==> src/rtl/alu_arbiter.sv <==
// Round-robin (or fixed-priority) arbiter sharing one ALU between two requesters.
// The winner's operands drive the ALU; C/Zero are captured into a one-entry response register.
module alu_arbiter #(
    parameter int DATA_W = 32,
    parameter bit RR_EN  = 1'b1
) (
    input  logic              clk,
    input  logic              rst,
    input  logic              req0_valid,
    output logic              req0_ready,
    input  logic [DATA_W-1:0] req0_a,
    input  logic [DATA_W-1:0] req0_b,
    input  logic [1:0]        req0_op,
    output logic              resp0_valid,
    input  logic              resp0_ready,
    output logic [DATA_W-1:0] resp0_c,
    output logic              resp0_zero,
    input  logic              req1_valid,
    output logic              req1_ready,
    input  logic [DATA_W-1:0] req1_a,
    input  logic [DATA_W-1:0] req1_b,
    input  logic [1:0]        req1_op,
    output logic              resp1_valid,
    input  logic              resp1_ready,
    output logic [DATA_W-1:0] resp1_c,
    output logic              resp1_zero,
    output logic [DATA_W-1:0] alu_a,
    output logic [DATA_W-1:0] alu_b,
    output logic [1:0]        alu_op,
    input  logic [DATA_W-1:0] alu_c,
    input  logic              alu_zero,
    output logic              busy
);

    localparam logic [1:0] ALUOP_ADDU    = 2'b00;
    localparam logic [1:0] ALUOP_ILLEGAL = 2'b11;

    typedef enum logic {IDLE, HOLD} state_t;

    state_t            state, state_nxt;
    logic              owner, last_grant;
    logic [DATA_W-1:0] res_c;
    logic              res_zero;

    logic              accept, drain, grant, winner;
    logic [DATA_W-1:0] sel_a, sel_b;
    logic [1:0]        sel_op;

    // Arbitration: a draining HOLD reopens the accept window in the same cycle.
    // NOTE: every always_comb output gets a default first so no latch is inferred.
    always_comb begin
        drain  = (state == HOLD) && (owner ? resp1_ready : resp0_ready);
        accept = (state == IDLE) || drain;
        winner = 1'b0;
        if (req0_valid && req1_valid)
            winner = RR_EN ? ~last_grant : 1'b0;
        else if (req1_valid)
            winner = 1'b1;
        grant  = accept && (req0_valid || req1_valid);
        sel_a  = winner ? req1_a  : req0_a;
        sel_b  = winner ? req1_b  : req0_b;
        sel_op = winner ? req1_op : req0_op;
    end

    // NOTE: sequential state uses non-blocking assignments only.
    always_ff @(posedge clk or negedge rst) begin
        if (!rst) state <= IDLE;
        else      state <= state_nxt;
    end

    always_comb begin
        state_nxt = state;
        if (grant)      state_nxt = HOLD;
        else if (drain) state_nxt = IDLE;
    end

    always_comb begin
        req0_ready  = grant && !winner;
        req1_ready  = grant &&  winner;
        alu_a       = grant ? sel_a : '0;
        alu_b       = grant ? sel_b : '0;
        alu_op      = (grant && sel_op != ALUOP_ILLEGAL) ? sel_op : ALUOP_ADDU;
        resp0_valid = (state == HOLD) && !owner;
        resp1_valid = (state == HOLD) &&  owner;
        busy        = (state == HOLD);
    end

    // Response register; last_grant resets to 1 so requester 0 wins the first tie.
    always_ff @(posedge clk or negedge rst) begin
        if (!rst) begin
            res_c      <= '0;
            res_zero   <= 1'b0;
            owner      <= 1'b0;
            last_grant <= 1'b1;
        end else if (grant) begin
            res_c      <= (sel_op == ALUOP_ILLEGAL) ? '0 : alu_c;
            res_zero   <= alu_zero;
            owner      <= winner;
            last_grant <= winner;
        end
    end

    assign resp0_c    = res_c;
    assign resp0_zero = res_zero;
    assign resp1_c    = res_c;
    assign resp1_zero = res_zero;

endmodule

==> config.mk <==
export PLATFORM = sky130hd
export DESIGN_NAME = alu_arbiter
export DESIGN_NICKNAME = d
export VERILOG_FILES = /design/src/rtl/alu_arbiter.sv
export SDC_FILE = /design/constraint.sdc
export NUM_CORES = 1
export LEC_CHECK = 0
export CAP_MARGIN = 20
export CORE_AREA = 2 2 121 123
export CTS_CLUSTER_DIAMETER = 100
export DETAILED_ROUTE_END_ITERATION = 10
export DIE_AREA = 0 0 123 125
export PLACE_DENSITY_LB_ADDON = 0.1
export RECOVER_POWER = 25
export SYNTH_ARGS = -nofsm -noshare
export SYNTH_HDL_FRONTEND = slang
export SYNTH_SLANG_ARGS = --single-unit
==> constraint.sdc <==
create_clock -name clk -period 3.9 [get_ports clk]
set_clock_uncertainty 0.2 [all_clocks]
set_input_delay 0.78 -clock clk [delete_from_list [all_inputs] [get_ports clk]]
set_output_delay 0.78 -clock clk [all_outputs]
set_load 0.05 [all_outputs]
* Yosys cells after proc, flatten, opt, wreduce, memory -nomap -nowiden *
Cells that the tools add are included.

cells by class
  bitwise logic cells = 2
  eq/ne operators = 2
  mux-type cells = 12
  reductions and logical operators = 13

operators with widths
  kind                                           count
  two-way mux 32 bit                             5
  logical AND 1 bit                              8
  two-way mux 1 bit                              5
  two-way mux 2 bit                              2
  == test 2 bit (second input constant)          1
  logical NOT 1 bit                              2
  logical OR 1 bit                               2
  inequality test 2 bit (second input constant)  1
  NOT 1 bit                                      2
  nonzero test 2 bit                             1

storage, ports and cells
  bits in registers = 36
  logic and storage cells = 34
  input port bits = 171
  output and inout bits = 137

* Longest topological paths before layout *
  depth in word-level cells = 6
  gate-level depth with buffers = 6
  depth with buffers taken out = 3

* Worst setup path before layout *
OpenSTA, ideal clock, no wires.

  path type = input -> output
  start = in req1_valid
  end = out alu_b[14]
  data required time = 2.920 ns
  buffers on the path = 3
  data arrival time = 2.274 ns
  path slack = 0.646 ns
  stages on the path = 6
  cell sequence = a21bo_1 > buf_4 > buf_4 > buf_2 > nand3_1 > a21oi_1

between the ends
  cells in the longest elaborated chain, start to end = 4

ends and longest elaborated chain
  what                                                    RTL line  source
  start: declaration                                      18        input logic req1_valid,
  two-way mux 1 bit or logical AND 1 bit (tied branches)  57, 55
  two-way mux 1 bit                                       55        if (req0_valid && req1_valid)
  two-way mux 32 bit                                      61        sel_b = winner ? req1_b : req0_b;
  two-way mux 32 bit (*)                                  81        alu_b = grant ? sel_b : '0;
  end: declaration                                        28        output logic [DATA_W-1:0] alu_b,

Mark *: on every way between the ends. The rest lies on a longest branch, timed or not.

* Worst setup path after layout *
  start = in req0_valid
  end = out alu_b[3]

between the ends
  cells in the longest elaborated chain, start to end = 4

ends and longest elaborated chain
  what                    RTL line  source
  start: declaration      9         input logic req0_valid,
  logical AND 1 bit       55
  two-way mux 1 bit       55
  two-way mux 32 bit      61
  two-way mux 32 bit (*)  81

Marks and branches as above.

==> summary.md <==
| Metric | Value |
|---|---|
| Status | finished with violations |
| Failing checks | max-capacitance violations, max-slew violations |
| Die area | 15400 µm² |
| VDD IR max | 0.427 mV |
| I/O pin count | 308 |
| Hold depth | 1 |
| Measured slew at the worst slew-check pin | 2.00 ns |
| Mapped Area | 3200 µm² |
| Most frequent cells after synthesis | nand2_1 (98), a21oi_1 (66), nand3_1 (64), buf_4 (36), dfrtp_1 (35) |
| Worst r2r src | last_grant$_DFFE_PN1P_ |
| FF-to-FF path depth | 5 |
| Max-capacitance violation count | 1 |
| Die X | 123 µm |
| Clk slew on worst S/H paths | 0.05 ns |
| Clock Sinks | 36 |
| Cells along the critical path | clkdlybuf4s50_1 -> a21bo_2 -> buf_12 -> nand3_1 -> a21oi_1 -> buf_12 |
| RR Endpoint | resp0_c[6]$_DFFE_PN0P_ |
| Hold Path Origin | last_grant$_DFFE_PN1P_ |
| Number of port buffers | 307 |
| Total number of vias | 4014 |
| GRT Total Usage | 0.189 |
| Main flop type after synthesis | dfrtp_1 |
| Final hold violation count | 0 |
| Share of cells above drive strength 1 | 0.182 |
| Fin crit period | 3.61 ns |
| Antenna diodes | 0 |
| Area contributors post-synth | dfrtp_1 (27%), o32ai_2 (15%), nand2_1 (12%) |
| WHS | 0.326 ns |
| CTS hold repair buffers | 0 |
| Headroom to the max-slew limit | -0.333 |
| Top Family by Delay on Critical Path | buffers and inverters |
| Post-synth ARST share | 1.00 |
| Hold Path Class | reg -> reg |
| # DRC | 0 |
| Clock buffer count from CTS | 5 |
| Number of global-route vias before repair | 3868 |
| Max FO, Critical Path | 63 |
| CP Launch Type | input port |
| Total Power | 4230 µW |
| Crit end category | output pin |
| Vert. Die Dim | 125 µm |
| CTS H-tree depth | 2 |
| Core area | 14200 µm² |
| Clock Tree Root | clkbuf_16 |
| Final setup fails | 0 |
| Worst Path Required | 2.92 ns |
| # resized after CTS | 0 |
| CP dominant cell by count | buf_12 |
| Initial DRC count | 226 |
| Antenna Nets Post-Route | 0 |
| Initial antenna violation count | 0 |
| Final nets | 846 |
| Yosys warns | 0 |
| Gate power share | 0.764 |
| Clock Latency Late Sink | 0.27 ns |
| Vias per cell | 4.67 |
| Row count | 44 |
| Syn Nets | 597 |
| Sequential area share after synthesis | 0.282 |
| Internal power | 2000 µW |
| Gate Count Post-Synth | 426 |
| Post-Route WL | 15500 µm |
| Setup repair after global routing missed its margin | false |
| Starting Density | 0.225 |
| FF-to-FF setup slack | 1.46 ns |
| CP max stage cell | clkdlybuf4s50_1 |
| Crit path DAT | 2.63 ns |
| Synth area leader | dfrtp_1 |
| CTS tree | built |
| Final Cycle Share | 0.925 |
| Largest net degree at the start of global routing | 64 |
| Avg Cell Area, Syn | 7.50 µm² |
| TNS Setup | 0 ns |
| First-pass GRT wire length | 22900 µm |
| Area grow syn2layout | 118% |
| Top cell type's share of synthesized area | 0.274 |
| Fmax | 0.277 GHz |
| Worst Path Buf+Inv | 3 |
| Setup Buffers After CTS | 0 |
| Power Density | 606 nW/µm² |
| Grt ovf | 0 |
| Clock Path Buffers | 2 |
| Sw power | 2230 µW |
| Seq pwr share | 0.141 |
| Max-slew violations | 37 |
| Detailed Place HPWL | 11600 µm |
| Leakage power figure | 0.00283 µW |
| GP Congestion | 0.843 |
| Critical path class | in -> out |
| Most common cell in the netlist | nand2_1 |
| Yosys reg bits | 36 |
| Worst stage delay on the critical path | 0.59 ns |
| Number of library cell types mapped by synthesis | 27 |
| Hold EP | last_grant$_DFFE_PN1P_ |
| Clock share of power | 0.095 |
| Switch share | 0.527 |
| First drt pass iteration count | 5 |
| Number of enable flip-flop cells after synthesis | 0 |
| Wire per inst | 18.0 µm |
worst register-to-register path: stages, from the launching register on:
cell and delay (ns):
dfstp_2 0.57, a21bo_2 0.25, buf_12 0.28, mux2i_4 0.34
buf_4 0.47, o32ai_1 0.19
cells in the final DEF, fill, tap and decap left out, types with 2 or more instances in the layout:
master,instances
clkdlybuf4s50_1,224
nand2_1,98
buf_12,70
a21oi_1,66
nand3_1,64
dfrtp_1,35
inv_1,33
o32ai_2,30
dlygate4sd3_1,15
buf_4,7
clkbuf_16,5
nand3b_1,4
nor2_1,3
o21ai_0,2
o2bb2ai_1,2
o32ai_1,2
clkbuf_1,2
worst max path at each step:
stage                           from   endpoint  slack, ns  cells after the start
after global placement    req0_valid   alu_b[3]       0.36                      6
final                     req0_valid   alu_b[3]       0.29                      6
after global routing      req0_valid   alu_b[3]       0.21                      6
after detailed placement  req0_valid   alu_b[3]       0.29                      6
after CTS                 req0_valid   alu_b[3]       0.29                      6
after floorplan           req1_valid  alu_b[14]       0.65                      6
power by group through the flow:
stage	registers (µW)	logic, µW	clock network, µW
after global routing	615	3350	440
after CTS	601	3270	416
final	595	3230	403
after detailed placement	603	3260	0
after floorplan	959	1660	0
after global placement	600	3260	0
metal layers:
metal	share of wire	track usage	up-vias
met5	0	0	-
met4	0.023	0.0535	0
met3	0.10	0.0584	20
met2	0.51	0.339	191
met1	0.37	0.214	1890
li1	-	-	1913
cell type report:
class | instances | area, µm²
well taps | 184 | 230
clock buffers | 7 | 143
repair buffers | 317 | 3850
flip-flops and latches | 36 | 902
multi-input cells | 282 | 1720
fillers | 1301 | 7230
clock inverters | 1 | 7.51
inverters | 33 | 124
through the flow:
stage          cell area, µm²   util  setup slack (ns)  cells
6_report                 6970  0.491             0.292    860
5_1_grt                  6970  0.491             0.212    860
4_1_cts                  6980  0.491             0.289    860
3_5_place_dp             6830  0.481             0.291    852
3_3_place_gp             6830  0.481             0.359    852
2_1_floorplan            3200      -             0.646    426
sequential cells by signal, summed over array words and instances, names as in the netlist:
signal      count
resp0_c        32
busy            1
last_grant      1
owner           1
resp0_zero      1
cells by family (layout without fill, tap and decap cells):
group,after synthesis,after routing,synth area share
AO/OA/AOI/OAI,105,105,0.278
flip-flops,36,36,0.282
multiplexers,3,3,0.0153
buffers and inverters,108,358,0.185
AND/OR/NAND/NOR,174,174,0.240
Note: power is estimated with default switching activity, not from simulation.
